[src/rtl/dw_addsub_simd_pkg.sv]
// Shared encodings and helpers for the lane-partitioned add/sub pipeline.
package dw_addsub_simd_pkg;

  localparam logic [1:0] SEG_FULL = 2'b00;
  localparam logic [1:0] SEG_PAIR = 2'b01;
  localparam logic [1:0] SEG_LANE = 2'b10;

  localparam int MAX_LANES = 32;
  localparam int MAX_W     = 64;

  // One bit per lane, set where a segment ends (its most significant lane).
  function automatic logic [MAX_LANES-1:0] seg_top_mask(input logic [1:0] mode, input int lanes);
    logic [MAX_LANES-1:0] m;
    m = '0;
    for (int i = 0; i < MAX_LANES; i++) begin
      if (i < lanes) begin
        case (mode)
          SEG_FULL: m[i] = (i == lanes - 1);
          SEG_PAIR: m[i] = ((i % 2) == 1);
          default:  m[i] = 1'b1;
        endcase
      end
    end
    return m;
  endfunction

  function automatic logic [MAX_W-1:0] sat_smax(input int n);
    logic [MAX_W-1:0] v;
    v = '0;
    for (int k = 0; k < MAX_W; k++) begin
      if (k < n - 1) v[k] = 1'b1;
    end
    return v;
  endfunction

  function automatic logic [MAX_W-1:0] sat_smin(input int n);
    logic [MAX_W-1:0] v;
    v = '0;
    for (int k = 0; k < MAX_W; k++) begin
      if (k == n - 1) v[k] = 1'b1;
    end
    return v;
  endfunction

endpackage

[src/rtl/dw_addsub_simd_pipe_if.sv]
// Operand/result handshake bundle plus saturation status for dw_addsub_simd_pipe.
interface dw_addsub_simd_pipe_if #(
  parameter int LANE_W = 8,
  parameter int LANES  = 4,
  parameter int CNT_W  = 16
);
  logic                      in_valid;
  logic                      in_ready;
  logic [LANES*LANE_W-1:0]   a;
  logic [LANES*LANE_W-1:0]   b;
  logic [LANES-1:0]          ci;
  logic [1:0]                seg_mode;
  logic                      addsub;
  logic                      tc;
  logic                      sat;
  logic                      avg;
  logic                      out_valid;
  logic                      out_ready;
  logic [LANES*LANE_W-1:0]   sum;
  logic [LANES-1:0]          co;
  logic [LANES-1:0]          sat_flags;
  logic [CNT_W-1:0]          sat_cnt;
  logic                      clr_flags;

  modport master (
    output in_valid, a, b, ci, seg_mode, addsub, tc, sat, avg, out_ready, clr_flags,
    input  in_ready, out_valid, sum, co, sat_flags, sat_cnt
  );

  modport slave (
    input  in_valid, a, b, ci, seg_mode, addsub, tc, sat, avg, out_ready, clr_flags,
    output in_ready, out_valid, sum, co, sat_flags, sat_cnt
  );
endinterface

[src/rtl/dw_addsub_lane.sv]
// One lane of the add/sub chain; carry-in comes from ci at a segment base, else from the lane below.
module dw_addsub_lane #(
  parameter int LANE_W = 8
) (
  input  logic [LANE_W-1:0] a,
  input  logic [LANE_W-1:0] b,
  input  logic              sub,
  input  logic              seg_start,
  input  logic              ci,
  input  logic              chain_in,
  output logic [LANE_W-1:0] s,
  output logic              cout
);
  logic [LANE_W-1:0] b_eff;
  logic              cin;

  // Subtract is a + ~b + ~borrow_in, so the chained carry is the inverted borrow.
  always_comb begin
    b_eff     = sub ? ~b : b;
    cin       = seg_start ? (ci ^ sub) : chain_in;
    {cout, s} = {1'b0, a} + {1'b0, b_eff} + {{LANE_W{1'b0}}, cin};
  end
endmodule

[src/rtl/dw_addsub_simd_pipe.sv]
// Two-stage lane-partitioned add/sub with saturation, averaging and sticky saturation status.
module dw_addsub_simd_pipe
  import dw_addsub_simd_pkg::*;
#(
  parameter int LANE_W = 8,
  parameter int LANES  = 4,
  parameter int CNT_W  = 16
) (
  input  logic                 clk,
  input  logic                 rst_n,
  dw_addsub_simd_pipe_if.slave bus
);
  localparam int W = LANES * LANE_W;
  localparam logic [LANE_W-1:0] LANE_MAX = LANE_W'(sat_smax(LANE_W));
  localparam logic [LANE_W-1:0] LANE_MIN = LANE_W'(sat_smin(LANE_W));

  typedef struct packed {
    logic [W-1:0]     sum;
    logic [LANES-1:0] c;
    logic [LANES-1:0] ovf;
    logic [LANES-1:0] amsb;
    logic [LANES-1:0] top;
    logic             sub;
    logic             tc;
    logic             sat;
    logic             avg;
  } s1_t;

  logic [LANES-1:0] top_in, start_in, cout_in, chain;
  logic [LANES-1:0] c_seg, ovf_seg, amsb_seg;
  logic [W-1:0]     s_raw;

  s1_t              s1_d, s1_q;
  logic             s1_valid_d, s1_valid_q;
  logic             out_valid_d, out_valid_q;
  logic [W-1:0]     sum_d, sum_q, res_sum;
  logic [LANES-1:0] co_d, co_q, satseg_d, satseg_q, clamp_l;
  logic [LANES-1:0] sat_flags_d, sat_flags_q;
  logic [CNT_W-1:0] sat_cnt_d, sat_cnt_q, cnt_base;
  logic             s2_adv, in_ready, accept, out_hs;

  assign top_in   = LANES'(seg_top_mask(bus.seg_mode, LANES));
  assign start_in = {top_in[LANES-2:0], 1'b1};
  assign chain    = {cout_in[LANES-2:0], 1'b0};

  for (genvar i = 0; i < LANES; i++) begin : g_lane
    dw_addsub_lane #(.LANE_W(LANE_W)) u_lane (
      .a         (bus.a[i*LANE_W +: LANE_W]),
      .b         (bus.b[i*LANE_W +: LANE_W]),
      .sub       (bus.addsub),
      .seg_start (start_in[i]),
      .ci        (bus.ci[i]),
      .chain_in  (chain[i]),
      .s         (s_raw[i*LANE_W +: LANE_W]),
      .cout      (cout_in[i])
    );
  end

  // Segment carry/borrow and overflow are only kept at the top lane of each segment.
  always_comb begin
    c_seg    = '0;
    ovf_seg  = '0;
    amsb_seg = '0;
    for (int i = 0; i < LANES; i++) begin
      c_seg[i]    = top_in[i] & (cout_in[i] ^ bus.addsub);
      ovf_seg[i]  = top_in[i] & (bus.a[i*LANE_W+LANE_W-1] == (bus.b[i*LANE_W+LANE_W-1] ^ bus.addsub))
                              & (s_raw[i*LANE_W+LANE_W-1] != bus.a[i*LANE_W+LANE_W-1]);
      amsb_seg[i] = top_in[i] & bus.a[i*LANE_W+LANE_W-1];
    end
  end

  always_comb begin
    logic             c_run, ovf_run, amsb_run;
    logic [LANE_W-1:0] cval;
    logic [W-1:0]     avg_sum;
    c_run    = 1'b0;
    ovf_run  = 1'b0;
    amsb_run = 1'b0;
    cval     = '0;
    clamp_l  = '0;
    res_sum  = s1_q.sum;
    avg_sum  = {1'b0, s1_q.sum[W-1:1]};
    // Walk down from the top so every lane sees the flags of the segment it belongs to.
    for (int i = LANES - 1; i >= 0; i--) begin
      if (s1_q.top[i]) begin
        c_run    = s1_q.c[i];
        ovf_run  = s1_q.ovf[i];
        amsb_run = s1_q.amsb[i];
        avg_sum[i*LANE_W+LANE_W-1] = s1_q.tc ? (s1_q.sum[i*LANE_W+LANE_W-1] ^ s1_q.ovf[i]) : s1_q.c[i];
      end
      clamp_l[i] = s1_q.sat & ~s1_q.avg & (s1_q.tc ? ovf_run : c_run);
      if (!s1_q.tc)     cval = s1_q.sub ? '0 : '1;
      else if (amsb_run) cval = s1_q.top[i] ? LANE_MIN : '0;
      else               cval = s1_q.top[i] ? LANE_MAX : '1;
      if (clamp_l[i]) res_sum[i*LANE_W +: LANE_W] = cval;
    end
    if (s1_q.avg) res_sum = avg_sum;
  end

  assign s2_adv   = !out_valid_q || bus.out_ready;
  assign in_ready = !s1_valid_q || s2_adv;
  assign accept   = bus.in_valid && in_ready;
  assign out_hs   = out_valid_q && bus.out_ready;

  always_comb begin
    s1_valid_d  = s1_valid_q;
    s1_d        = s1_q;
    out_valid_d = out_valid_q;
    sum_d       = sum_q;
    co_d        = co_q;
    satseg_d    = satseg_q;
    if (in_ready) s1_valid_d = bus.in_valid;
    if (accept) begin
      s1_d.sum  = s_raw;
      s1_d.c    = c_seg;
      s1_d.ovf  = ovf_seg;
      s1_d.amsb = amsb_seg;
      s1_d.top  = top_in;
      s1_d.sub  = bus.addsub;
      s1_d.tc   = bus.tc;
      s1_d.sat  = bus.sat;
      s1_d.avg  = bus.avg;
    end
    if (s2_adv) begin
      out_valid_d = s1_valid_q;
      if (s1_valid_q) begin
        sum_d    = res_sum;
        co_d     = s1_q.c;
        satseg_d = s1_q.top & clamp_l;
      end
    end
    // A clear and a same-cycle event both take effect: clear first, then record.
    sat_flags_d = (bus.clr_flags ? '0 : sat_flags_q) | (out_hs ? satseg_q : '0);
    cnt_base    = bus.clr_flags ? '0 : sat_cnt_q;
    sat_cnt_d   = cnt_base;
    if (out_hs && (|satseg_q) && (cnt_base != '1)) sat_cnt_d = cnt_base + 1'b1;
  end

  always_ff @(posedge clk or negedge rst_n) begin
    if (!rst_n) begin
      s1_valid_q  <= 1'b0;
      s1_q        <= '0;
      out_valid_q <= 1'b0;
      sum_q       <= '0;
      co_q        <= '0;
      satseg_q    <= '0;
      sat_flags_q <= '0;
      sat_cnt_q   <= '0;
    end else begin
      s1_valid_q  <= s1_valid_d;
      s1_q        <= s1_d;
      out_valid_q <= out_valid_d;
      sum_q       <= sum_d;
      co_q        <= co_d;
      satseg_q    <= satseg_d;
      sat_flags_q <= sat_flags_d;
      sat_cnt_q   <= sat_cnt_d;
    end
  end

  assign bus.in_ready  = in_ready;
  assign bus.out_valid = out_valid_q;
  assign bus.sum       = sum_q;
  assign bus.co        = co_q;
  assign bus.sat_flags = sat_flags_q;
  assign bus.sat_cnt   = sat_cnt_q;
endmodule
[src/flat_wrapper.sv]
// flat-port wrapper written by rule: the top's interface ports become plain ports
module dw_addsub_simd_pipe_flat import dw_addsub_simd_pkg::*;
#(
  parameter int LANE_W = 8,
  parameter int LANES  = 4,
  parameter int CNT_W  = 16
)
  (clk, rst_n, bus_in_valid, bus_a, bus_b, bus_ci, bus_seg_mode, bus_addsub, bus_tc, bus_sat, bus_avg, bus_out_ready, bus_clr_flags, bus_in_ready, bus_out_valid, bus_sum, bus_co, bus_sat_flags, bus_sat_cnt);
  dw_addsub_simd_pipe_if #(.LANE_W(LANE_W), .LANES(LANES), .CNT_W(CNT_W)) bus_i ();
  input  logic clk;
  input  logic rst_n;
  input wire logic [$bits(bus_i.in_valid)-1:0] bus_in_valid;
  input wire logic [$bits(bus_i.a)-1:0] bus_a;
  input wire logic [$bits(bus_i.b)-1:0] bus_b;
  input wire logic [$bits(bus_i.ci)-1:0] bus_ci;
  input wire logic [$bits(bus_i.seg_mode)-1:0] bus_seg_mode;
  input wire logic [$bits(bus_i.addsub)-1:0] bus_addsub;
  input wire logic [$bits(bus_i.tc)-1:0] bus_tc;
  input wire logic [$bits(bus_i.sat)-1:0] bus_sat;
  input wire logic [$bits(bus_i.avg)-1:0] bus_avg;
  input wire logic [$bits(bus_i.out_ready)-1:0] bus_out_ready;
  input wire logic [$bits(bus_i.clr_flags)-1:0] bus_clr_flags;
  output wire logic [$bits(bus_i.in_ready)-1:0] bus_in_ready;
  output wire logic [$bits(bus_i.out_valid)-1:0] bus_out_valid;
  output wire logic [$bits(bus_i.sum)-1:0] bus_sum;
  output wire logic [$bits(bus_i.co)-1:0] bus_co;
  output wire logic [$bits(bus_i.sat_flags)-1:0] bus_sat_flags;
  output wire logic [$bits(bus_i.sat_cnt)-1:0] bus_sat_cnt;
  assign bus_i.in_valid = bus_in_valid;
  assign bus_i.a = bus_a;
  assign bus_i.b = bus_b;
  assign bus_i.ci = bus_ci;
  assign bus_i.seg_mode = bus_seg_mode;
  assign bus_i.addsub = bus_addsub;
  assign bus_i.tc = bus_tc;
  assign bus_i.sat = bus_sat;
  assign bus_i.avg = bus_avg;
  assign bus_i.out_ready = bus_out_ready;
  assign bus_i.clr_flags = bus_clr_flags;
  assign bus_in_ready = bus_i.in_ready;
  assign bus_out_valid = bus_i.out_valid;
  assign bus_sum = bus_i.sum;
  assign bus_co = bus_i.co;
  assign bus_sat_flags = bus_i.sat_flags;
  assign bus_sat_cnt = bus_i.sat_cnt;
  dw_addsub_simd_pipe #(.LANE_W(LANE_W), .LANES(LANES), .CNT_W(CNT_W)) u_core (.clk(clk), .rst_n(rst_n), .bus(bus_i));
endmodule
[config.mk]
export PLATFORM = sky130hd
export DESIGN_NAME = dw_addsub_simd_pipe_flat
export DESIGN_NICKNAME = d
export VERILOG_FILES = /design/src/rtl/dw_addsub_simd_pkg.sv /design/src/rtl/dw_addsub_simd_pipe_if.sv /design/src/rtl/dw_addsub_lane.sv /design/src/rtl/dw_addsub_simd_pipe.sv /design/src/flat_wrapper.sv
export SDC_FILE = /design/constraint.sdc
export NUM_CORES = 1
export LEC_CHECK = 0
export ABC_CLOCK_PERIOD_IN_PS = 2500
export BUFFER_PORTS_ARGS = -buffer_cell sky130_fd_sc_hd__buf_2
export CAP_MARGIN = 20
export CORE_UTILIZATION = 55
export CTS_CLUSTER_SIZE = 24
export DETAILED_ROUTE_END_ITERATION = 10
export HOLD_SLACK_MARGIN = 0.06
export PLACE_DENSITY_LB_ADDON = 0.05
export REMOVE_ABC_BUFFERS = 1
export SYNTH_ARGS = -nofsm -noshare
export SYNTH_HDL_FRONTEND = slang
export SYNTH_SLANG_ARGS = --single-unit
export TNS_END_PERCENT = 100
[constraint.sdc]
create_clock -name clk -period 2.5 [get_ports clk]
set_input_delay 0.125 -clock clk [delete_from_list [all_inputs] [get_ports clk]]
set_output_delay 0.125 -clock clk [all_outputs]
set_load 0.01 [all_outputs]
==> results.txt, run 1 <==
The run stopped with a tool error. The failing step is global routing (5_1_grt). The tool reported: "[ERROR GRT-0232] Routing congestion too high. Check the congestion heatmap in the GUI". The number of warnings reported in the yosys synthesis log was 0; the simple-gate area share of the yosys netlist was 18.41%.

The mux contribution to synthesized area works out to 2.111%. For the sequential share of the synthesized area, the log shows 39.11%. The chip width is 116.7 um.

The total number of H-tree levels was 4. For this run the aggregate overflow at the end of global routing stands at 2. The tools report the number of clock sinks seen by CTS as 113.

The congestion estimate from routability-driven global placement came to 1.015. The tree is rooted in a clkbuf_16. For this run, asynchronously set or reset flops after synthesis account for 100.0%. The count of standard-cell rows is 41, and the die span in y is 116.7 um.

The number of different library cells used by synthesis comes to 67. The mean instance size in the synthesized netlist is 9.118 um2. The logs give 14.04 mm for the estimated wirelength of the detail-placed design and 17 for the number of clock buffers inserted by TritonCTS. Of the total synthesized cell area, the portion taken by full adders, half adders and majority gates is 7.233%. The maximum number of pins on one net before global-route repair came out at 51. The most frequently used flop master after synthesis was dfrtp_1. The combined area of all synthesized cells is 7231 um2, and the post-synthesis register bit count is 113. After synthesis, the largest family of logic cells by area is compound AO/OA/AOI/OAI gates.

Initial core utilization: 56.84%. Port buffering added 136 buffers. For this run, the total global-route usage over all layers was measured as 33.08%.

The cell count after synthesis came out at 793. The synthesized netlist devotes 7.389% of its cell area to XOR and XNOR gates. For the top-level I/O count, the log shows 137.

In this run the deepest clock path goes through 2 buffers. Summing the areas of all compound-gate instances in the mapped netlist gives 21.75% of the synthesized area. Yosys mapped a number of flops with a built-in enable equal to 0.
==> logic make-up after synthesis <==
group | Yosys count
AOI/OAI and AO/OA | 225
xor gates and xnor gates | 61
adders and majority gates | 37
buffers and inverters | 70
DFF | 113
muxes | 14
and+or+nand+nor | 273
==> what timing repair did <==
action | 4_1_cts
buffers inserted | 47
pin swaps | 26
endpoints found under the hold margin | 56
hold buffers | 7
setup endpoints to repair | 29
gates resized for setup | 80
==> per-layer routing <==
layer  GRT overflow  global-route usage, %
met5              0                      0
met4              0                  15.53
met3              0                  6.227
met2              2                  57.36
met1              0                  39.74
==> through the flow <==
stage | util [%] | cells | setup slack [ps] | area (um2) | TNS (ps)
floorplan | - | 755 | -3383 | 7062 | -56640
global placement | 67.33 | 1143 | -4001 | 8566 | -72310
detailed placement | 67.33 | 1143 | -4204 | 8566 | -76300
CTS | 77.36 | 1227 | -3140 | 9842 | -55380
==> cell usage after synthesis (10+ instances only) <==
library cell	instances	area share (%)
xnor2_1	16	1.9
nand3_1	15	1.0
clkbuf_1	25	1.3
xor2_1	45	5.5
o21a_1	10	1.0
a21o_1	10	1.0
a21oi_1	31	2.1
nand2b_1	11	0.95
nor2_1	23	1.2
mux2i_1	10	1.4
o31ai_1	16	1.7
ha_1	29	5.0
o21ai_0	71	4.9
inv_1	32	1.7
nor3_1	13	0.90
nand2_1	139	7.2
nor2b_1	14	1.2
dfrtp_1	113	39
a22oi_1	12	1.2
==> run 2, diff against run 1 <==
- CORE_UTILIZATION: 55 -> 40
- CTS_CLUSTER_SIZE: 24 -> not set
- HOLD_SLACK_MARGIN: 0.06 -> not set
- PLACE_DENSITY_LB_ADDON: 0.05 -> 0.15
==> run 2 against run 1 <==
The flow now finishes, with violations (negative setup slack). Area after synthesis did not move. Synthesized cell count is the same.
==> results.txt, run 2 <==
Last weighted congestion value of the routability-driven placer: 0.9099 (-10%). Total number of H-tree levels: 4 (unchanged). The detailed-route vias per instance was 5.216; the placeable core area was 17480 um2. The final count of pins violating max slew came out at 0.

The logs give 35.79% for the global-route met2 utilization and 30.50 mm for the first-pass GRT wire length. Detailed routing inserted a total of 6572 vias. Dividing the final minimum period by the clock period gives 222.1%. In the final layout, the share of cells above drive strength 1 is 32.46%. dfrtp_1 takes more of the synthesized area than any other cell.

The tools report the top-level I/O count as 137 (unchanged). In the synthesized netlist the dominant register cell turns out to be dfrtp_1. The layer flagged by global routing as most heavily used is met2. The die span in y is 136.5 um (+17%).

The logs give 2 (unchanged) for the maximum clock path buffer count and 67 (unchanged) for the number of distinct library cell variants in the gate-level netlist after synthesis. The initial core utilization is 41.37% (-15 points), and the maximum number of pins on one net before global-route repair is 53. The number of flops mapped to enable cells by yosys came out at 0 (unchanged). The run gives 8.997 ps as the final setup skew. After clock tree synthesis, the clock-pin slew on the worst setup and hold paths is 50 ps. The fraction of post-synthesis cell area in the top cell type by area came out at 39.11% (unchanged). The slowest stage of the critical path is the fa_2 cell. The number of DRC violations after detailed-routing iteration 0 was 309. Setup repair after global routing could not meet its margin everywhere. IR analysis of the VDD net gives a maximum drop of 0.4365 mV. The signal arrival time at the worst endpoint was 5850 ps; the number of search-and-repair iterations in the first detailed-routing pass was 5.

u_core.s1_q holds more flip-flops than any other register. Type of the worst setup path: in -> reg. In this run the tightest slew margin relative to its limit is 57.78%.

The count of standard-cell rows was 48 (+17%). The cell with the most instances on the worst path was fa_2. By count the netlist is led by nand2_1, dfrtp_1, o21ai_0. The delay contributed by the slowest stage of the critical path was 420 ps. The final setup slack of the worst path was -3053 ps.

For the pin with the worst max-slew slack, the measured transition is 632.6 ps. Most instantiated library cell after synthesis: nand2_1. The post-synthesis register bit count came out at 113 (unchanged). Dividing the detail-routed wire length by the instance count gives 14.93 um. The combined area of all synthesized cells is 7231 um2 (unchanged), and the number of flip-flops in the largest register is 51. Die footprint: 18620 um2.

In this run the static leakage power is 4.692 nW. The mean instance size in the synthesized netlist is 9.118 um2 (unchanged). Global routing used 21.21% of the available tracks. The worst setup path is launched from an input pin.

The library cell used most frequently in the layout, excluding fill and tap cells, is nand2_1. The final reports fail on negative setup slack. The power density over cell area works out to 746.1 nW/um2.

In the layout the commonest cells are nand2_1, buf_2, dfrtp_1, buf_4, o21ai_0. Derived from the worst setup path, the maximum achievable clock frequency is 180.1 MHz. The run gives 0 (unchanged) as the number of warnings reported in the yosys synthesis log. The detailed-route wire length was 18.81 mm; the share of flip-flops with an asynchronous set or reset was 100.0% (unchanged). Antenna diode instance count: 0. Global routing consumed, on the met3 layer, 3.356% of the routing resources.

Max-cap violations in this run came to 0. The estimated wirelength of the detail-placed design is 14.07 mm (+0.18%), and the number of remaining DRC errors is 0. For met1 alone, demand over resource in global routing was 27.10%. For the clock latency at the later pin of the worst-skew pair, the log shows 420 ps.

The number of antenna violations at the first check in global routing came out at 0. For the number of clock sinks seen by CTS, the log shows 113 (unchanged). The flow ran to the end, but the final reports show violations. For the number of hold violations in the final report, the log shows 0. Time the worst path needs with I/O delays and setup: 5553 ps. The worst setup path is captured at a flop.

Number of clock buffers inserted by TritonCTS: 17 (unchanged). In this run the worst path has a maximum fanout of 6. The instance count of the mapped netlist is 793 (unchanged), and the critical path data required time is 2790 ps.

TritonCTS built the clock tree. The tightest min-delay check is of the in -> reg type. The number of buffers added on ports is 136 (unchanged), and the relative area change from synthesis to final layout is 35.63%. The total overflow reported by the global router is 0. Adding up every negative setup slack in the final design gives -49820 ps. Sorting the synthesized cells by area gives the leading types as dfrtp_1, nand2_1, xor2_1. Chip width: 136.5 um (+17%). The residual antenna-violating net count after detailed routing is 0, and the via count of the first global-routing pass is 6229. After the last flow step, the layout net total stands at 1139. The logs give 39.11% (unchanged) for the sequential share of the synthesized area and 7.317 mW for the total power of the final layout.

The tools report the clock root buffer as clkbuf_16. Setup violations remaining at the end of the flow were counted as 28.
[run 2: cell counts after synthesis]
No cell type changed its count.
[run 2: what timing repair did]
action,4_1_cts,5_1_grt
gates resized for setup,63,21
hold buffers,7,0
hold endpoints to repair,40,0
setup buffers,15,7
pin swaps,25,18
endpoints found under the setup margin,29,29
[run 2: power by group]
part           switching (mW)  internal (mW)  total (mW)  leakage, nW
sequential              0.327           2.22        2.55         1.42
combinational            1.22           1.14        2.36         2.98
clock                   0.848           1.56        2.40        0.290
total                    2.40           4.92        7.32         4.69
[run 2: cells by family after synthesis]
kind of cell	after synthesis	synth area share, %
buffers and inverters	70	3.997
adders and majority gates	37	7.233
AOI/OAI and AO/OA	225	21.75
DFF	113	39.11
muxes	14	2.111
and+or+nand+nor	273	18.41
xor gates and xnor gates	61	7.389
[run 2: final cells by class]
cell class	instances	area, um2
Timing Repair Buffer	249	1627
Tap cell	225	281.5
Clock inverter	10	108.9
Multi-Input combinational cell	610	4362
Sequential cell	113	2828
Inverter	32	120.1
Clock buffer	21	480.5
Fill cell	1557	7670
[run 2: worst paths after layout]
path,startpoint,to,slack [ps],cells after the start
min,bus_out_ready,u_core.bus.sat_flags[3],60,2
max,bus_addsub,u_core.s1_q[50],-3050,30
max reg2reg,u_core.s1_q[6],u_core.bus.sum[10],290,5
min reg2reg,u_core.bus.sum[30],u_core.bus.sum[30],470,1
max in group asynchronous,rst_n,u_core.s1_q[8],1540,3
min in group asynchronous,rst_n,u_core.bus.sat_cnt[3],210,2
[run 2: metrics by stage]
stage	std cells	area, um2	hold slack (ps)	setup slack (ps)	utilization [%]
5_1_grt	1260	9807	64.26	-3399	56.11
2_1_floorplan	755	7062	-170.6	-3383	-
3_3_place_gp	1201	8682	125.8	-4087	49.68
3_5_place_dp	1201	8682	130.4	-4281	49.68
4_1_cts	1254	9654	45.30	-3086	55.24
6_report	1260	9807	60.46	-3053	56.11
[run 2: metal layers]
layer,vias up,wire length (um)
li1,3311,-
met1,3095,8665
met2,138,9122
met3,28,697
met4,0,327
met5,-,0
[run 2: worst max-delay path: cells and delay by family]
family | cells | cell delay [ps]
AOI/OAI and AO/OA | 14 | 2380
adders and majority gates | 8 | 2180
and+or+nand+nor | 5 | 710
xor gates and xnor gates | 2 | 320
buffers and inverters | 1 | 120
Note: power is estimated with default switching activity, not from simulation.
==> run 3, diff against run 2 <==
- CELL_PAD_IN_SITES_DETAIL_PLACEMENT: not set -> 1
- CELL_PAD_IN_SITES_GLOBAL_PLACEMENT: not set -> 1
==> run 3 against run 2 <==
The flow still finishes with violations (negative setup slack). Register-to-register slack lost 20 ps. Sequential share of layout area decreased by 0.36 points. Clock-buffer cell count grew 1. Sequential power about the same. Flip-flop and latch count is the same. Fmax decreased by 2.6%. Clock skew is 1.1 ps lower. Critical endpoint is now u_core.s1_q[19].
==> results.txt, run 3 (synthesis results as in run 2) <==
The number of remaining DRC errors is 0 (unchanged), and the total overflow reported by the global router is 0 (unchanged). Leakage power figure: 4.728 nW (+0.76%). The number of search-and-repair iterations in the first detailed-routing pass was 6 (+1). The number of clock sinks seen by CTS is 113 (unchanged), and the number of flip-flops in the largest register is 51 (unchanged). The top fanout value on the critical path came out at 4 (-2).

The run gives 37.58 mm (+23%) as the first-pass GRT wire length. The tools report the final standard cell count with taps included and fillers excluded as 1258 (-0.16%). Signal arrival time at the worst endpoint: 6000 ps (+150 ps).

The logs give 2 (unchanged) for the maximum clock path buffer count and 0 (unchanged) for the antenna diode instance count. The residual antenna-violating net count after detailed routing was 0 (unchanged). The total number of H-tree levels is 4 (unchanged), and the last weighted congestion value of the routability-driven placer is 0.9590 (+5.4%). Depth of the worst register-to-register path: 5 (unchanged). For this design, the slowest cell found on the critical path is fa_2. The aggregate global-route resource usage was 26.16% (+5.0 points). The library cell used most frequently in the layout, excluding fill and tap cells, is nand2_1.

The delay contributed by the slowest stage of the critical path works out to 390 ps (-30 ps). Setup repair after global routing could not meet its margin everywhere. The tools report the final count of pins violating max slew as 0 (unchanged). The clock transition at the registers of the reported paths is 60 ps (about the same).

Initial core utilization: 41.37% (unchanged). The checks that failed: negative setup slack. Peak clock frequency supported by timing: 175.4 MHz (-2.6%). TritonCTS built the clock tree. The top-level I/O count was 137 (unchanged). The maximum number of pins on one net before global-route repair is 53 (unchanged), and the relative area change from synthesis to final layout is 37.36%. The via count of the first global-routing pass is 7519 (+21%), and the count of maximum capacitance violations is 0 (unchanged).

The number of stages on the worst hold path works out to 4 (+2). The run finished, with violations left. The worst IR drop on VDD is 0.5329 mV (+22%). Type of the worst setup path: in -> reg. Routed wire length per instance: 18.63 um (+25%). The die footprint is 18620 um2 (unchanged). In this design, the critical path's most frequently occurring cell is fa_2.

The tools report the number of clock buffers inserted by TritonCTS as 17 (unchanged). The tools report the placeable core area as 17480 um2 (unchanged). Total power of the final layout: 7.731 mW (+5.7%). The logs give 29 (+3.6%) for the final count of negative-setup-slack endpoints and 275 (-11%) for the number of DRC violations after detailed-routing iteration 0. More flip-flops sit in one register than any other, and that register is u_core.s1_q. The share of the cycle needed by the critical path after routing was 228.1% (+6.0 points). For the critical path data required time, the log shows 2800 ps (about the same). Leaving out fill and tap cells, the most frequent cells in the layout are nand2_1, buf_2, dfrtp_1, buf_4, o21ai_0. The placed cell count was 1198 (-0.25%). The run gives 0 (unchanged) as the number of hold violations in the final report. The worst setup path is captured at a flop. The tools report the final setup skew as 7.921 ps (-1.076 ps). The number of nets in the final layout was 1137 (-0.18%); the transition time at the pin with the least slew margin was 708.0 ps (+75.36 ps). The time the worst path needs with I/O delays and setup came out at 5703 ps (+149.5 ps). Die span in y: 136.5 um (unchanged).

The worst setup path is launched from an input pin. For the relative slew slack, the log shows 52.80% (-5.0 points). The chip width was 136.5 um (unchanged); the detailed-route vias per instance was 5.517 (+5.8%).

The fraction of final layout cells sized beyond drive strength 1 is 33.40% (+0.93 points), and the number of buffers added on ports is 136 (unchanged). The detailed-route wire length was 23.44 mm (+25%). The run gives 16.54 mm (+18%) as the estimated wirelength of the detail-placed design. The tools report the count of standard-cell rows as 48 (unchanged). The min-delay analysis places its worst path in the category in -> reg. The run gives 420 ps (about the same) as the clock latency at the later pin of the worst-skew pair.

The run gives 6940 (+5.6%) as the via count. The final setup slack of the worst path was -3203 ps (-149.5 ps). The tree is rooted in a clkbuf_16.

The power density over cell area was 778.4 nW/um2 (+4.3%); the number of antenna violations at the first check in global routing was 0 (unchanged).
==> run 3: changes by cell type in the layout (fill, tap and decap cells not counted), moves of 2 or more <==
cell / delta
xor2_1: -2
nand2_2: +2
o21ai_0: -6
buf_4: -4
a21oi_2: +2
bufinv_16: +2
buf_12: +2
o21ai_1: +5
clkinv_2: -3
xor2_2: +2
==> run 3: metrics by stage <==
step                hold slack, ps  setup TNS [ps]  setup WS (ps)  instance area (um2)  util, %
floorplan                   -170.6          -56640          -3383                 7062        -
global placement             214.5          -74030          -4071                 8672    49.62
detailed placement           216.0          -79890          -4368                 8672    49.62
CTS                          52.47          -50770          -3176                 9718    55.61
global route                 75.38          -57940          -3479                 9932    56.83
finish                       65.89          -53380          -3203                 9932    56.83
==> run 3: worst max-delay path: cells and delay by family <==
kind	cells	cell delay (ps)
XOR/XNOR	2	320
buffers and inverters	1	120
adder cells (fa/ha/maj)	8	2160
AO/OA/AOI/OAI	14	2530
AND/OR/NAND/NOR	5	720
==> run 3: cell type report <==
cell class | instances | area [um2]
clock buffers | 22 | 494.2
clock inverters | 9 | 152.6
fillers | 2043 | 7545
inverters | 32 | 120.1
multi-input cells | 610 | 4425
flip-flops and latches | 113 | 2828
well taps | 225 | 281.5
repair buffers | 247 | 1630
==> run 3: power by group <==
| part | internal (mW) | total (mW) | switching, mW |
|---|---|---|---|
| Sequential | 2.22 | 2.57 | 0.349 |
| Combinational | 1.17 | 2.50 | 1.34 |
| Clock | 1.79 | 2.65 | 0.866 |
| Total | 5.18 | 7.73 | 2.55 |
==> run 3: path summary, 6_finish.rpt <==
kind,endpoint,slack [ps],start
worst max-delay path,u_core.s1_q[19],-3200,bus_addsub
worst min-delay path,u_core.s1_q[10],70,bus_a[23]
worst max register to register,u_core.bus.sum[11],270,u_core.s1_q[6]
worst min register to register,u_core.bus.sum[28],470,u_core.bus.sum[28]
max in group asynchronous,u_core.s1_q[24],1370,rst_n
min in group asynchronous,u_core.bus.sat_cnt[0],290,rst_n
==> run 3: metal layers <==
metal	wire [um]	track usage, %	share of wire [%]	up-vias
li1	-	-	-	3291
met1	9732	31.06	42	3448
met2	12400	46.95	53	155
met3	714	3.617	3.0	46
met4	592	10.99	2.5	0
met5	0	0	0	-
==> run 3: what timing repair did <==
item                       in CTS  in global routing
hold buffers                    7                  0
pin swaps                      35                 38
buffers inserted               16                 14
setup endpoints to repair      29                 32
hold endpoints to repair       56                  0
gates resized for setup        73                 30
==> run 4, diff against run 3 <==
- CTS_BUF_LIST: not set -> sky130_fd_sc_hd__clkbuf_8
==> run 4 against run 3 <==
The run still ends with negative setup slack left. Wire length fell by 1.3%. First-iteration DRC count rose by 9.1%. Flip-flop and latch count did not move. Core utilization fell by 1.3 points. Via count fell by 0.36%. Critical path type unchanged. Largest power group is now sequential cells.
==> results.txt, run 4 (synthesis results as in run 2) <==
The run finished, with violations left. The checks that failed: negative setup slack. The run gives 55.56% (-1.3 points) as the final core area utilization. Clock latency at the later pin of the worst-skew pair: 440 ps (+20 ps). The leakage power figure was 4.625 nW (-2.2%); the delay contributed by the slowest stage of the critical path was 380 ps (about the same). The logs give 300 (+9.1%) for the number of DRC violations after detailed-routing iteration 0 and 4 (-2) for the number of search-and-repair iterations in the first detailed-routing pass.

The initial core utilization is 41.37% (unchanged). The transition time at the pin with the least slew margin came out at 704.9 ps (-3.123 ps). The critical path's slowest cell was fa_2. TritonCTS built the clock tree. The tools report the final setup skew as 11.36 ps (+3.437 ps).

The top-level I/O count is 137 (unchanged). For the relative slew slack, the log shows 53.01% (+0.21 points). The final count of pins violating max slew was 0 (unchanged); the total overflow reported by the global router was 0 (unchanged). Maximum clock path buffer count: 2 (unchanged). The signal arrival time at the worst endpoint is 5980 ps (-20 ps), and the number of flip-flops in the largest register is 51 (unchanged). The top fanout value on the critical path was 4 (unchanged). The die span in y was 136.5 um (unchanged); the count of standard-cell rows was 48 (unchanged). More flip-flops sit in one register than any other, and that register is u_core.s1_q.

The tools report the final hold slack as 46.09 ps (-19.81 ps). The fraction of final layout cells sized beyond drive strength 1 is 33.27% (-0.13 points), and the clock transition at the registers of the reported paths is 70 ps (about the same). The tools report the last weighted congestion value of the routability-driven placer as 0.9590 (unchanged).

The library cell used most frequently in the layout, excluding fill and tap cells, is nand2_1. The relative area change from synthesis to final layout came out at 34.30%. Setup repair after global routing could not meet its margin everywhere. Count of maximum capacitance violations: 0 (unchanged).

The critical path in this run is classified as in -> reg. The run gives 2820 ps (+20 ps) as the critical path data required time. The number of clock buffers inserted by TritonCTS was 17 (unchanged). In the layout the commonest cells are nand2_1, buf_2, dfrtp_1, buf_4, o21ai_0. The via count is 6915 (-0.36%), and the number of hold violations in the final report is 0 (unchanged). The final setup slack of the worst path was -3166 ps (+36.10 ps); the number of remaining DRC errors was 0 (unchanged). The cell sitting at the root of the clock tree is a clkbuf_8. The power density over cell area was 723.3 nW/um2 (-7.1%); the aggregate global-route resource usage was 25.81% (-0.35 points). The via count of the first global-routing pass is 7559 (+0.53%). The peak clock frequency supported by timing was 176.5 MHz (+0.64%); the share of the cycle needed by the critical path after routing was 226.7% (-1.4 points). The time the worst path needs with I/O delays and setup works out to 5666 ps (-36.10 ps). The kind of path behind the tightest hold check was in -> reg.

The number of nets in the final layout was 1135 (-0.18%); the detailed-route vias per instance was 5.506 (-0.20%). The run gives 23.15 mm (-1.3%) as the detailed-route wire length. The number of antenna violations at the first check in global routing came out at 0 (unchanged). The routed wire length per instance is 18.43 um (-1.1%), and the cell area reported after detailed placement is 8672 um2 (unchanged). The worst setup path is captured at a flop. The final count of negative-setup-slack endpoints is 29 (unchanged), and the final non-filler cell area is 9711 um2 (-2.2%).

The residual antenna-violating net count after detailed routing is 0 (unchanged). The cell with the most instances on the worst path is fa_2. The number of buffers added on ports is 136 (unchanged), and the antenna diode instance count is 0 (unchanged).

The run gives 4 (unchanged) as the total number of H-tree levels. The tools report the first-pass GRT wire length as 37.34 mm (-0.66%). The placeable core area is 17480 um2 (unchanged), and the number of clock sinks seen by CTS is 113 (unchanged). The register-to-register path setup slack came out at 250 ps (-20 ps). The die footprint was 18620 um2 (unchanged). The chip width was 136.5 um (unchanged); the estimated wirelength of the detail-placed design was 16.54 mm (unchanged).

The tools report the maximum number of pins on one net before global-route repair as 53 (unchanged). STA classifies the critical path startpoint as an input pin. For the worst IR drop on VDD, the log shows 0.3743 mV (-30%).
## run 4: what timing repair did
item                       CTS  global route
pin swaps                   34            25
hold endpoints to repair    56             0
hold buffers                 7             0
resized for setup           72            25
buffers inserted            15             9
setup endpoints to repair   29            33
## run 4: worst paths after layout
check                                   start                     to  depth (start not counted)
max                                bus_addsub        u_core.s1_q[19]                         30
min                                  bus_a[7]         u_core.s1_q[8]                          4
max reg2reg                    u_core.s1_q[5]      u_core.bus.sum[7]                          5
min reg2reg                u_core.bus.sum[28]     u_core.bus.sum[28]                          1
max in group asynchronous               rst_n        u_core.s1_q[24]                          3
min in group asynchronous               rst_n  u_core.bus.sat_cnt[0]                          2
## run 4: cell type report
type                    count  area (um2)
repair buffers            245        1589
multi-input cells         610        4437
well taps                 225       281.5
fillers                  2062        7766
flip-flops and latches    113        2828
clock inverters             9       152.6
inverters                  32       120.1
clock buffers              22       302.8
## run 4: power breakdown
| group | total, mW | leakage, nW | internal [mW] | switching (mW) |
|---|---|---|---|---|
| sequential | 2.57 | 1.42 | 2.22 | 0.348 |
| combinational | 2.48 | 2.98 | 1.15 | 1.32 |
| clock | 1.98 | 0.223 | 1.21 | 0.767 |
## run 4: worst max-delay path, delay by kind of cell
| kind | cells | cell delay [ps] |
|---|---|---|
| buffers and inverters | 1 | 120 |
| AND/OR/NAND/NOR | 5 | 740 |
| AO/OA/AOI/OAI | 14 | 2520 |
| XOR/XNOR | 2 | 320 |
| adder cells (fa/ha/maj) | 8 | 2160 |
## run 4: per-stage QoR
step | TNS (ps) | instances | total power [mW] | setup WS (ps)
floorplan | -56640 | 755 | 3.802 | -3383
global placement | -74030 | 1198 | 4.681 | -4071
detailed placement | -79890 | 1198 | 4.802 | -4368
CTS | -48710 | 1248 | 6.973 | -3117
global route | -55660 | 1256 | 7.449 | -3460
finish | -50900 | 1256 | 7.024 | -3166
## run 4: per-layer routing
metal	vias up	global-route usage (%)	wire (um)
li1	3280	-	-
met1	3437	30.47	9755
met2	160	47.10	12250
met3	38	3.430	700
met4	0	9.877	441
met5	-	0	0
